===== src/rtl/mcu_command_decoder_if.sv =====
// Handshake bundle between the UART receive side, the decoder and the
// transceiver configuration logic that consumes decoded commands.
interface mcu_command_decoder_if #(
  parameter int unsigned DATA_WIDTH = 8
);
  logic                      cmd_enable;
  logic [DATA_WIDTH-1:0]     rx_data;
  logic                      rx_valid;
  logic                      cmd_valid;
  logic [2:0]                cmd_type;
  logic [5*DATA_WIDTH-1:0]   cfg_data;
  logic                      cmd_ack;
  logic                      cmd_error;
  logic                      busy;

  // Byte source and command consumer side
  modport master (
    output cmd_enable, rx_data, rx_valid, cmd_ack,
    input  cmd_valid, cmd_type, cfg_data, cmd_error, busy
  );

  // Decoder side
  modport slave (
    input  cmd_enable, rx_data, rx_valid, cmd_ack,
    output cmd_valid, cmd_type, cfg_data, cmd_error, busy
  );
endinterface


===== src/rtl/mcu_command_decoder.sv =====
// E32-style command decoder: parses C0/C2 + 5 parameter bytes and C1/C3/C4
// triples from the UART byte stream while in sleep/config mode, and holds one
// decoded command on a valid/ack handshake. Bad bytes and stalls pulse error.
module mcu_command_decoder #(
  parameter int unsigned DATA_WIDTH     = 8,
  parameter int unsigned TIMEOUT_CYCLES = 960
) (
  input logic                  clk,
  input logic                  rst,
  mcu_command_decoder_if.slave bus
);

  localparam int unsigned CfgW = 5 * DATA_WIDTH;
  localparam int unsigned TmoW = $clog2(TIMEOUT_CYCLES);
  localparam logic [TmoW-1:0] TmoMax = TmoW'(TIMEOUT_CYCLES - 1);

  localparam logic [DATA_WIDTH-1:0] HdWrSave = DATA_WIDTH'(8'hC0);
  localparam logic [DATA_WIDTH-1:0] HdRdCfg  = DATA_WIDTH'(8'hC1);
  localparam logic [DATA_WIDTH-1:0] HdWrTemp = DATA_WIDTH'(8'hC2);
  localparam logic [DATA_WIDTH-1:0] HdRdVer  = DATA_WIDTH'(8'hC3);
  localparam logic [DATA_WIDTH-1:0] HdReset  = DATA_WIDTH'(8'hC4);

  typedef enum logic [1:0] {StIdle, StCollect, StRepeat, StPending} state_e;

  state_e                state_q, state_d;
  logic [DATA_WIDTH-1:0] head_q, head_d;
  logic [2:0]            idx_q, idx_d;
  logic [1:0]            rep_q, rep_d;
  logic [TmoW-1:0]       tmo_q, tmo_d;
  logic [CfgW-1:0]       cfg_q, cfg_d;
  logic [2:0]            type_q, type_d;
  logic                  err_q, err_d;
  logic                  valid_q;
  logic                  busy_q;
  logic [2:0]            head_type;

  // Map the stored head byte to its command code
  always_comb begin
    head_type = 3'd0;
    unique case (head_q)
      HdWrSave: head_type = 3'd1;
      HdRdCfg:  head_type = 3'd2;
      HdWrTemp: head_type = 3'd3;
      HdRdVer:  head_type = 3'd4;
      HdReset:  head_type = 3'd5;
      default:  head_type = 3'd0;
    endcase
  end

  // Next-state, counter and output decode
  always_comb begin
    state_d = state_q;
    head_d  = head_q;
    idx_d   = idx_q;
    rep_d   = rep_q;
    tmo_d   = tmo_q;
    cfg_d   = cfg_q;
    type_d  = type_q;
    err_d   = 1'b0;

    unique case (state_q)
      StIdle: begin
        if (bus.cmd_enable && bus.rx_valid) begin
          if (bus.rx_data == HdWrSave || bus.rx_data == HdWrTemp) begin
            head_d  = bus.rx_data;
            idx_d   = 3'd0;
            tmo_d   = '0;
            state_d = StCollect;
          end else if (bus.rx_data == HdRdCfg || bus.rx_data == HdRdVer ||
                       bus.rx_data == HdReset) begin
            head_d  = bus.rx_data;
            rep_d   = 2'd1;
            tmo_d   = '0;
            state_d = StRepeat;
          end else begin
            err_d = 1'b1;
          end
        end
      end

      StCollect: begin
        // Abort wins over both a byte and a timeout in the same cycle
        if (!bus.cmd_enable) begin
          state_d = StIdle;
        end else if (bus.rx_valid) begin
          for (int i = 0; i < 5; i++) begin
            if (idx_q == 3'(i)) begin
              cfg_d[CfgW - DATA_WIDTH * (i + 1) +: DATA_WIDTH] = bus.rx_data;
            end
          end
          idx_d = idx_q + 3'd1;
          tmo_d = '0;
          if (idx_q == 3'd4) begin
            state_d = StPending;
            type_d  = head_type;
          end
        end else if (tmo_q == TmoMax) begin
          err_d   = 1'b1;
          state_d = StIdle;
        end else begin
          tmo_d = tmo_q + 1'b1;
        end
      end

      StRepeat: begin
        if (!bus.cmd_enable) begin
          state_d = StIdle;
        end else if (bus.rx_valid) begin
          if (bus.rx_data == head_q) begin
            rep_d = rep_q + 2'd1;
            tmo_d = '0;
            if (rep_q == 2'd2) begin
              state_d = StPending;
              type_d  = head_type;
            end
          end else begin
            // Mismatching byte is consumed, not re-parsed as a new head
            err_d   = 1'b1;
            state_d = StIdle;
          end
        end else if (tmo_q == TmoMax) begin
          err_d   = 1'b1;
          state_d = StIdle;
        end else begin
          tmo_d = tmo_q + 1'b1;
        end
      end

      StPending: begin
        if (bus.cmd_ack) begin
          state_d = StIdle;
          type_d  = 3'd0;
        end
      end

      default: state_d = StIdle;
    endcase
  end

  // State and registered outputs; valid/busy track the next state
  always_ff @(posedge clk or posedge rst) begin
    if (rst) begin
      state_q <= StIdle;
      head_q  <= '0;
      idx_q   <= '0;
      rep_q   <= '0;
      tmo_q   <= '0;
      cfg_q   <= '0;
      type_q  <= '0;
      err_q   <= 1'b0;
      valid_q <= 1'b0;
      busy_q  <= 1'b0;
    end else begin
      state_q <= state_d;
      head_q  <= head_d;
      idx_q   <= idx_d;
      rep_q   <= rep_d;
      tmo_q   <= tmo_d;
      cfg_q   <= cfg_d;
      type_q  <= type_d;
      err_q   <= err_d;
      valid_q <= (state_d == StPending);
      busy_q  <= (state_d != StIdle);
    end
  end

  assign bus.cmd_valid = valid_q;
  assign bus.cmd_type  = type_q;
  assign bus.cfg_data  = cfg_q;
  assign bus.cmd_error = err_q;
  assign bus.busy      = busy_q;

endmodule


===== src/flat_wrapper.sv =====
// flat-port wrapper written by rule: the top's interface ports become plain ports
module mcu_command_decoder_flat 
#(
  parameter int unsigned DATA_WIDTH     = 8,
  parameter int unsigned TIMEOUT_CYCLES = 960
)
  (clk, rst, bus_cmd_enable, bus_rx_data, bus_rx_valid, bus_cmd_ack, bus_cmd_valid, bus_cmd_type, bus_cfg_data, bus_cmd_error, bus_busy);
  mcu_command_decoder_if #(.DATA_WIDTH(DATA_WIDTH)) bus_i ();
  input logic clk;
  input logic rst;
  input wire logic [$bits(bus_i.cmd_enable)-1:0] bus_cmd_enable;
  input wire logic [$bits(bus_i.rx_data)-1:0] bus_rx_data;
  input wire logic [$bits(bus_i.rx_valid)-1:0] bus_rx_valid;
  input wire logic [$bits(bus_i.cmd_ack)-1:0] bus_cmd_ack;
  output wire logic [$bits(bus_i.cmd_valid)-1:0] bus_cmd_valid;
  output wire logic [$bits(bus_i.cmd_type)-1:0] bus_cmd_type;
  output wire logic [$bits(bus_i.cfg_data)-1:0] bus_cfg_data;
  output wire logic [$bits(bus_i.cmd_error)-1:0] bus_cmd_error;
  output wire logic [$bits(bus_i.busy)-1:0] bus_busy;
  assign bus_i.cmd_enable = bus_cmd_enable;
  assign bus_i.rx_data = bus_rx_data;
  assign bus_i.rx_valid = bus_rx_valid;
  assign bus_i.cmd_ack = bus_cmd_ack;
  assign bus_cmd_valid = bus_i.cmd_valid;
  assign bus_cmd_type = bus_i.cmd_type;
  assign bus_cfg_data = bus_i.cfg_data;
  assign bus_cmd_error = bus_i.cmd_error;
  assign bus_busy = bus_i.busy;
  mcu_command_decoder #(.DATA_WIDTH(DATA_WIDTH), .TIMEOUT_CYCLES(TIMEOUT_CYCLES)) u_core (.clk(clk), .rst(rst), .bus(bus_i));
endmodule

===== config.mk =====
export PLATFORM = sky130hd
export DESIGN_NAME = mcu_command_decoder_flat
export DESIGN_NICKNAME = d
export VERILOG_FILES = /design/src/rtl/mcu_command_decoder_if.sv /design/src/rtl/mcu_command_decoder.sv /design/src/flat_wrapper.sv
export SDC_FILE = /design/constraint.sdc
export NUM_CORES = 1
export LEC_CHECK = 0
export CORE_ASPECT_RATIO = 1.4
export CORE_MARGIN = 10
export CORE_UTILIZATION = 28
export CTS_CLUSTER_SIZE = 10
export DETAILED_ROUTE_END_ITERATION = 6
export PLACE_DENSITY_LB_ADDON = 0.2
export REMOVE_ABC_BUFFERS = 1
export SLEW_MARGIN = 5
export SYNTH_ARGS = -nofsm -noshare
export SYNTH_HDL_FRONTEND = slang
export SYNTH_SLANG_ARGS = --single-unit

===== constraint.sdc =====
create_clock -name clk -period 2.65 [get_ports clk]
set_input_delay 0.53 -clock clk [delete_from_list [all_inputs] [get_ports clk]]
set_output_delay 0.53 -clock clk [all_outputs]
set_load 0.01 [all_outputs]

After elaboration in Yosys (flattened, before gate mapping)
Index checks and enable logic that the tools add are counted.
{"block": "totals", "wordCells": 131, "out_inout_bits": 46, "n_memories": 0, "latch_bits": 0, "mem_bits_rw": 0, "in_bits": 13, "register_bits": 71, "romBits": 0}
{"block": "classes", "reduce_logical": 22, "div_mod_pow": 0, "shift": 0, "eq_ne": 35, "n_bitwise": 0, "order_cmp": 0, "mul": 0, "n_addsub": 3, "muxes": 57}
{"cell": "$mux 10", "count": 9}
{"cell": "$eq 8x8->1 const B", "count": 10}
{"cell": "$mux 2", "count": 18}
{"cell": "$mux 3", "count": 12}
{"cell": "$pmux 10 s3", "count": 1}
{"cell": "$reduce_and 4->1", "count": 5}
{"cell": "$mux 8", "count": 2}
{"cell": "$pmux 3 s5", "count": 1}
{"cell": "$ne 2x1->1 const B", "count": 6}
{"cell": "$ne 2x2->1 const B", "count": 6}
{"cell": "$add 10x1->10 const B", "count": 1}
{"cell": "$eq 10x10->1 const B", "count": 1}
{"cell": "$mux 1", "count": 9}
{"cell": "$pmux 3 s3", "count": 1}
{"cell": "$reduce_and 9->1", "count": 1}
{"cell": "$eq 2x2->1 const B", "count": 4}
{"cell": "$eq 8x8->1", "count": 1}
{"cell": "$pmux 2 s4", "count": 1}
{"cell": "$reduce_bool 2->1", "count": 4}
{"cell": "$reduce_and 7->1", "count": 1}
{"cell": "$eq 3x2->1 const B", "count": 2}
{"cell": "$pmux 3 s2", "count": 1}
{"cell": "$reduce_and 6->1", "count": 1}
{"cell": "$reduce_bool 3->1", "count": 2}
{"cell": "15 further kinds", "count": 17}

Longest topological paths before layout
Gate-level depths: netlist (run 1).
{"block": "logic_depth", "word_depth": 8, "depth_mapped": 9, "mapped_depth_nobuf": 7}

Worst setup path after synthesis (run 1)
Ideal clock, no wire load.
{"block": "synth_path", "path_type": "input-to-reg", "start": "input bus_rx_data[4]", "end": "register u_core.tmo_q[9]", "path_slack_ns": 0.523, "stages": 7, "t_required_ns": 2.526, "n_path_buf": 2, "arrival_ns": 2.003, "path_cell_list": "buf_6 -> xor2_2 -> nor4_4 -> a21oi_2 -> or3_1 -> buf_6 -> a211o_1"}
{"block": "synth_between", "elab_chain_len": 5, "word_cells_on_any_way": 15}
{"item": "start, declared", "line": "flat_wrapper.sv:12", "rtl": "input wire logic [$bits(bus_i.rx_data)-1:0] bus_rx_data;"}
{"item": "$eq 8x8->1, on equally long branches", "line": "mcu_command_decoder.sv:69, mcu_command_decoder.sv:64"}
{"item": "$logic_or 1x1->1, on equally long branches", "line": "mcu_command_decoder.sv:69, mcu_command_decoder.sv:64"}
{"item": "$logic_or 1x1->1 / $mux 10 (equally long branches)", "line": "mcu_command_decoder.sv:69, mcu_command_decoder.sv:64"}
{"item": "$ne 3x1->1 (no source line) / $mux 10 (equally long branches)"}
{"item": "$reduce_and 6->1 (no source line) / $pmux 10 s3 (equally long branches)"}
{"item": "end signal, assigned", "line": "mcu_command_decoder.sv:158", "rtl": "tmo_q <= tmo_d;"}
{"item": "end, declared", "line": "mcu_command_decoder.sv:29", "rtl": "logic [TmoW-1:0] tmo_q, tmo_d;"}
Parallel ways exist; a longest one is shown, timed or not. The select of a mux whose other input is x is not followed.
A chain may end at the register's enable or synchronous reset.

Worst setup path in the final report (run 1)
{"block": "layout_path", "start": "input bus_rx_data[2]", "end": "register u_core.type_q[1], in the netlist u_core.bus.cmd_type[1]"}
{"block": "layout_between", "elab_chain_len": 3}
{"item": "$eq 8x8->1", "line": "mcu_command_decoder.sv:109", "rtl": "if (bus.rx_data == head_q) begin"}
{"item": "$ne 2x1->1 (no source line)"}
{"item": "$reduce_and 9->1 (no source line)"}
{"item": "end signal, assigned", "line": "mcu_command_decoder.sv:160", "rtl": "type_q <= type_d;"}
{"item": "end, declared", "line": "mcu_command_decoder.sv:31", "rtl": "logic [2:0] type_q, type_d;"}
Every way passes these cells.

==> results of run 1 <==
[routing by layer]
layer,track usage (%),vias up
met1,12.5,1337
met4,5.85,0
met5,0,-
li1,-,1267
met2,20.3,47
met3,1.57,15
[cell families (layout without fill, tap and decap cells)]
group | Yosys count | in the layout
buffers and inverters | 25 | 123
DFF | 71 | 71
adders and majority gates | 11 | 11
muxes | 50 | 50
AOI/OAI and AO/OA | 48 | 48
and+or+nand+nor | 86 | 86
xor gates and xnor gates | 9 | 9
[layout make-up]
class | instances | area (um^2) | area share, %
Sequential cell | 71 | 1780 | 36.7
Multi-Input combinational cell | 204 | 1650 | 34.1
Timing Repair Buffer | 96 | 878 | 18.1
Clock buffer | 11 | 243 | 5.01
Tap cell | 150 | 188 | 3.88
Clock inverter | 5 | 65.1 | 1.34
Inverter | 11 | 41.3 | 0.853
[registers in the layout (all words and copies together) (netlist names)]
register,flops
u_core.head_q,8
u_core.state_q,2
u_core.bus.cfg_data,40
u_core.bus.cmd_valid,1
u_core.rep_q,2
u_core.bus.cmd_error,1
u_core.bus.busy,1
u_core.idx_q,3
u_core.bus.cmd_type,3
u_core.tmo_q,10
[placed cells by master, fill, tap and decap left out, drive strengths merged, types with 4 or more instances in the layout]
cell	Yosys	routed
dfrtp	71	71
clkdlybuf4s50	0	58
mux2	47	47
buf	4	38
nand2	19	19
nor2	16	16
inv	11	12
o21ai	11	11
ha	11	11
clkbuf	10	11
nand3	9	9
xor2	8	8
nor2b	7	7
nor3	6	6
nor4	6	6
o22a	5	5
and2	4	4
nand4	4	4
a21o	4	4
[worst register-to-register path: cells and delay by family, from the launching register on]
kind	cells	cell delay, ns
AO/OA/AOI/OAI	2	0.39
AND/OR/NAND/NOR	3	1.00
buffers and inverters	1	0.15
flip-flops	1	0.41
adder cells (fa/ha/maj)	1	0.21
[worst max path at each step]
stage                              start                                  to  slack, ns  cells after the start
after floorplan                      rst           u_core.bus.busy$_DFF_PP0_       0.32                      1
after global placement    bus_rx_data[4]         u_core.tmo_q[9]$_DFFE_PP0P_      -0.07                      6
after detailed placement  bus_rx_data[2]  u_core.bus.cmd_type[1]$_DFFE_PP0P_      -0.11                      7
after CTS                 bus_rx_data[2]  u_core.bus.cmd_type[1]$_DFFE_PP0P_       0.23                      7
after global routing      bus_rx_data[4]           u_core.bus.busy$_DFF_PP0_       0.06                      8
final                     bus_rx_data[2]  u_core.bus.cmd_type[1]$_DFFE_PP0P_       0.25                      7
[where the power goes]
part           internal [uW]  switching [uW]  total [uW]
logic                    963             761        1720
registers               1400             216        1620
clock network            763             474        1240
total                   3130            1450        4580
[stage by stage]
step,power [uW],area (um^2),instances,util [%]
final,4580,4840,548,39.1
after global routing,4880,4840,548,39.1
after CTS,4650,4840,548,39.1
after detailed placement,3390,4530,532,36.6
after global placement,3360,4530,532,36.6
after floorplan,2450,3470,286,-
==> qor.yml, run 1 <==
setup_path:
  rrSetupSlack_ns: 0.38
  reg2regPathDepth: 7
  rr_endpoint: "u_core.bus.busy$_DFF_PP0_"
  start_kind: "input pin"
  required_ns: 2.86
  critPathArrivalTime_ns: 2.61
  end_kind: "flip-flop"
  regToRegStartpoint: "u_core.tmo_q[0]$_DFFE_PP0P_"
  crit_type: "input pin to flip-flop"
  crit_family: "buffers and inverters"
  worst-path-buf-inv: 2
  cpPeakStageDelay_ns: 0.44
  cpMaxStageDelayCell: "clkdlybuf4s50_1"
  crit_chain: "clkdlybuf4s50_1 -> xor2_1 -> nor4_4 -> buf_4 -> nand2_1 -> a211oi_2 -> mux2_2"
  crit_fanout: 3
hold_path:
  hp-start: "u_core.bus.cfg_data[26]$_DFFE_PP0P_"
  min_path_type: "flip-flop to flip-flop"
  hold_end: "u_core.bus.cfg_data[26]$_DFFE_PP0P_"
  hold_depth: 1
yosys:
  netlist_area_um2: 3540
  synth_seq_cells: 71
  synth_top_area_share_pct: 50.2
  synth-xor-area-share_pct: 2.44
  synth_top_family_by_area: "multiplexers"
  ys_top_cells_by_count: "dfrtp_1, mux2_2, nand2_1, nor2_1"
  ys.flop_type: "dfrtp_1"
  synth_cell_type_count: 55
  avgSynthCellArea_um2: 11.8
  yosys_warnings: 0
  yosysTopAreaCell: "dfrtp_1"
  synthMuxAreaShare_pct: 15.8
  synthArstFlopShare_pct: 100
  synthTopCellsByArea: "dfrtp_1, mux2_2, ha_1"
  synth_fa_ha_area_share_pct: 3.89
  post-synth-top-count-cell: "dfrtp_1"
  synthCells: 300
  synth_edf_count: 0
  synthSimpleGateAreaFrac_pct: 13.9
  synth_compound_area_share_pct: 10.6
  yosysSeqAreaShare_pct: 50.2
power_and_ir_drop:
  p_leak_uw: 0.00221
  powerDensity_nw_per_um2: 946
  peakVddDrop_uv: 258
placed_design:
  hpwl_um: 7500
  place.port_buffers: 58
  dp_slack_ns: -0.112
  gp_congestion: 0.796
final_layout:
  fill_cells: 1215
  areaGrowthSynthToFinish_pct: 36.9
  diodes: 0
  drive_gt1_share_pct: 29.6
  fin_nets: 417
sta:
  post-route-min-period_ns: 2.40
  tightest_slew_ns: 0.574
  hold_slack_ns: 0.504
  slew_violations: 0
  setup_viol: 0
  fmax_mhz: 418
  finClkSkew_ns: 0.00641
  rsz0062_at_grt: "no"
  hold_viol: 0
  relSlewSlack_pct: 61.2
  setup_ws_ns: 0.255
  fin_crit_sh_pct: 90.4
  fin_tns_setup_ns: 0
global_routing:
  grt_pass1_wl_um: 15800
  first_global_vias: 2841
  track_usage_pct: 11.4
  grt_max_degree: 30
  antenna_found_initial: 0
  overflow: 0
clock_network:
  cts.clk_slew.worst_paths_ns: 0.06
  ctsResizeCount: 0
  root_buffer: "clkbuf_16"
  holdBufCountCts: 0
  worstSkewPairLatency_ns: 0.34
  clkSinkCount: 71
  htree_levels: 3
  cts_tree: "built"
  cts_buffers: 9
  postCtsSetupBuffers: 0
  cts.path.max_buffers: 2
routing:
  wl_per_cell_um: 17.5
  wl_um: 9600
  drtPass1Iterations: 4
  vias_per_cell: 4.86
  met2_length_um: 5340
  ant_nets: 0
  drc: 0
  via_count: 2666
  met3_length_um: 292
  wirelength_met1_um: 3750
  routed.top_layer: "met4"
  first_iter_violations: 107
floorplan:
  io_pins: 59
  start_util_pct: 28.6
  row_count: 48
  die_area_um2: 17600
  fp.coreArea_um2: 12400
  die_w_um: 115
  chipHeight_um: 153
outcome:
  status: "complete, no violations"
run:
  drv_cap: 0
Note: power is estimated with default switching activity, not from simulation.
==> run 2: changes to the inputs <==
--- a/config.mk
+++ b/config.mk
@@ -6,8 +6,8 @@
 export NUM_CORES = 1
 export LEC_CHECK = 0
 export CORE_ASPECT_RATIO = 1.4
-export CORE_MARGIN = 10
-export CORE_UTILIZATION = 28
+export CORE_MARGIN = 8
+export CORE_UTILIZATION = 30
 export CTS_CLUSTER_SIZE = 10
 export DETAILED_ROUTE_END_ITERATION = 6
 export PLACE_DENSITY_LB_ADDON = 0.2
==> constraint.sdc (replaced) <==
create_clock -name clk -period 3 [get_ports clk]
set_input_delay 0.6 -clock clk [delete_from_list [all_inputs] [get_ports clk]]
set_output_delay 0.6 -clock clk [all_outputs]
set_load 0.01 [all_outputs]
==> qor.yml, run 2 (synthesis results as in run 1) <==
outcome:
  status: "complete, no violations"
clock_network:
  htree_levels: 3  # unchanged
  cts.clk_slew.worst_paths_ns: 0.06  # about the same
  postCtsSetupBuffers: 0  # unchanged
  cts_buffers: 9  # unchanged
  ctsResizeCount: 0  # unchanged
  cts_tree: "built"
  worstSkewPairLatency_ns: 0.33  # about the same
  cts.path.max_buffers: 2  # unchanged
  holdBufCountCts: 0  # unchanged
  root_buffer: "clkbuf_16"
  clkSinkCount: 71  # unchanged
routing:
  first_iter_violations: 95  # -11%
  wl_per_cell_um: 17.2  # -2.0%
  drc: 0  # unchanged
  drtPass1Iterations: 4  # unchanged
  ant_nets: 0  # unchanged
  wl_um: 8940  # -6.8%
  vias_per_cell: 4.89  # +0.49%
  via_count: 2547  # -4.5%
setup_path:
  crit_type: "input pin to flip-flop"
  cpPeakStageDelay_ns: 0.58  # +0.14 ns
  regToRegStartpoint: "u_core.state_q[0]$_DFF_PP0_"
  rr_endpoint: "u_core.tmo_q[9]$_DFFE_PP0P_"
  rrSetupSlack_ns: 0.60  # +0.22 ns
  crit_chain: "clkdlybuf4s50_1 -> xor2_1 -> nor4_4 -> a21oi_2 -> or3_1 -> a211o_1"
  reg2regPathDepth: 7  # unchanged
  critPathArrivalTime_ns: 2.80  # +0.19 ns
  required_ns: 3.22  # +0.36 ns
  crit_fanout: 9  # +6
  cpMaxStageDelayCell: "clkdlybuf4s50_1"
  start_kind: "input pin"
  end_kind: "flip-flop"
sta:
  tightest_slew_ns: 0.623  # +0.0487 ns
  finClkSkew_ns: 0.00847  # +0.00205 ns
  fin_tns_setup_ns: 0  # unchanged
  fin_crit_sh_pct: 86.2
  slew_violations: 0  # unchanged
  post-route-min-period_ns: 2.59
  fmax_mhz: 387
  setup_viol: 0  # unchanged
  rsz0062_at_grt: "no"
  relSlewSlack_pct: 58.4  # -2.8 points
  hold_viol: 0  # unchanged
global_routing:
  grt_pass1_wl_um: 14300  # -9.4%
  overflow: 0  # unchanged
  track_usage_pct: 12.2  # +0.79 points
  antenna_found_initial: 0  # unchanged
  met2_usage_pct: 21.5  # +1.2 points
  use_met3_pct: 3.52  # +2.0 points
  met1_usage_pct: 13.1  # +0.59 points
  first_global_vias: 2672  # -5.9%
  grt_max_degree: 45  # +50%
  grt.busiest_layer: "met2"
floorplan:
  fp.coreArea_um2: 11600  # -5.9%
  row_count: 47  # -2.1%
  start_util_pct: 30.4  # +1.8 points
  chipHeight_um: 144  # -5.6%
  die_area_um2: 15600  # -11%
  die_w_um: 108  # -6.3%
  io_pins: 59  # unchanged
placed_design:
  gp_congestion: 0.801  # +0.63%
  dpl-instance-area_um2: 4360  # -3.9%
  place_inst: 506  # -4.9%
  hpwl_um: 6780  # -9.6%
  place.port_buffers: 58  # unchanged
hold_path:
  hold_end: "u_core.rep_q[1]$_DFFE_PP0P_"
  hold_depth: 1  # unchanged
  min_path_type: "flip-flop to flip-flop"
  hp-start: "u_core.rep_q[1]$_DFFE_PP0P_"
power_and_ir_drop:
  peakVddDrop_uv: 252  # -2.4%
  p_leak_uw: 0.00209  # -5.6%
  powerDensity_nw_per_um2: 835  # -12%
final_layout:
  final_cells: 521  # -4.9%
  final_common_cell: "dfrtp_1"
  utilization_pct: 39.9  # +0.77 points
  largest_reg_flops: 40  # unchanged
  final_cell_mix: "dfrtp_1, clkdlybuf4s50_1, mux2_2, nand2_1, nor2_1"
  fin_nets: 394  # -5.5%
  design_area_um2: 4650  # -4.0%
  drive_gt1_share_pct: 25.1  # -4.5 points
  diodes: 0  # unchanged
  areaGrowthSynthToFinish_pct: 31.3
run:
  drv_cap: 0  # unchanged
## run 2: cell count changes in the layout (fill, tap and decap cells not counted)
cell and delta:
buf_4 -23, clkbuf_8 -1, clkinv_2 +1, clkinv_4 -1, clkinvlp_4 +1, inv_6 -1
## run 2: worst max path at each step
stage,start,endpoint,slack (ns),cells past startpoint
floorplan,rst,u_core.bus.busy$_DFF_PP0_,0.60,1
global placement,bus_rx_data[7],u_core.tmo_q[9]$_DFFE_PP0P_,0.13,6
detailed placement,bus_rx_data[7],u_core.tmo_q[9]$_DFFE_PP0P_,0.08,6
CTS,bus_rx_data[7],u_core.tmo_q[9]$_DFFE_PP0P_,0.43,6
global route,bus_rx_data[7],u_core.tmo_q[9]$_DFFE_PP0P_,0.29,6
finish,bus_rx_data[7],u_core.tmo_q[9]$_DFFE_PP0P_,0.41,6
## run 2: area by class of cell
cell class / instances / area (um^2)
well taps: 147 / 184
flip-flops and latches: 71 / 1780
fillers: 1145 / 7000
repair buffers: 73 / 706
clock inverters: 5 / 60.1
inverters: 11 / 41.3
multi-input cells: 204 / 1650
clock buffers: 10 / 229
## run 2: critical path: cells and delay by family
family                 cells  cell delay (ns)
XOR/XNOR                   1             0.26
AO/OA/AOI/OAI              2             0.47
AND/OR/NAND/NOR            2             0.89
buffers and inverters      1             0.58
## run 2: report_power, final
part	switching (uW)	internal [uW]
logic	639	776
clock network	393	640
registers	194	1240
total	1230	2650
## run 2: metal layers
| metal | vias up | share of wire, % |
|---|---|---|
| met5 | - | 0 |
| met4 | 0 | 1.8 |
| met3 | 10 | 4.1 |
| met2 | 52 | 52 |
| met1 | 1264 | 42 |
| li1 | 1221 | - |
## run 2: through the flow
stage / worst slack (ns) / power (uW) / hold WS (ns)
after floorplan: 0.603 / 2170 / 0.468
after global placement: 0.129 / 2860 / 0.482
after detailed placement: 0.0776 / 2890 / 0.492
after CTS: 0.430 / 3950 / 0.504
after global routing: 0.287 / 4120 / 0.507
final: 0.413 / 3880 / 0.500
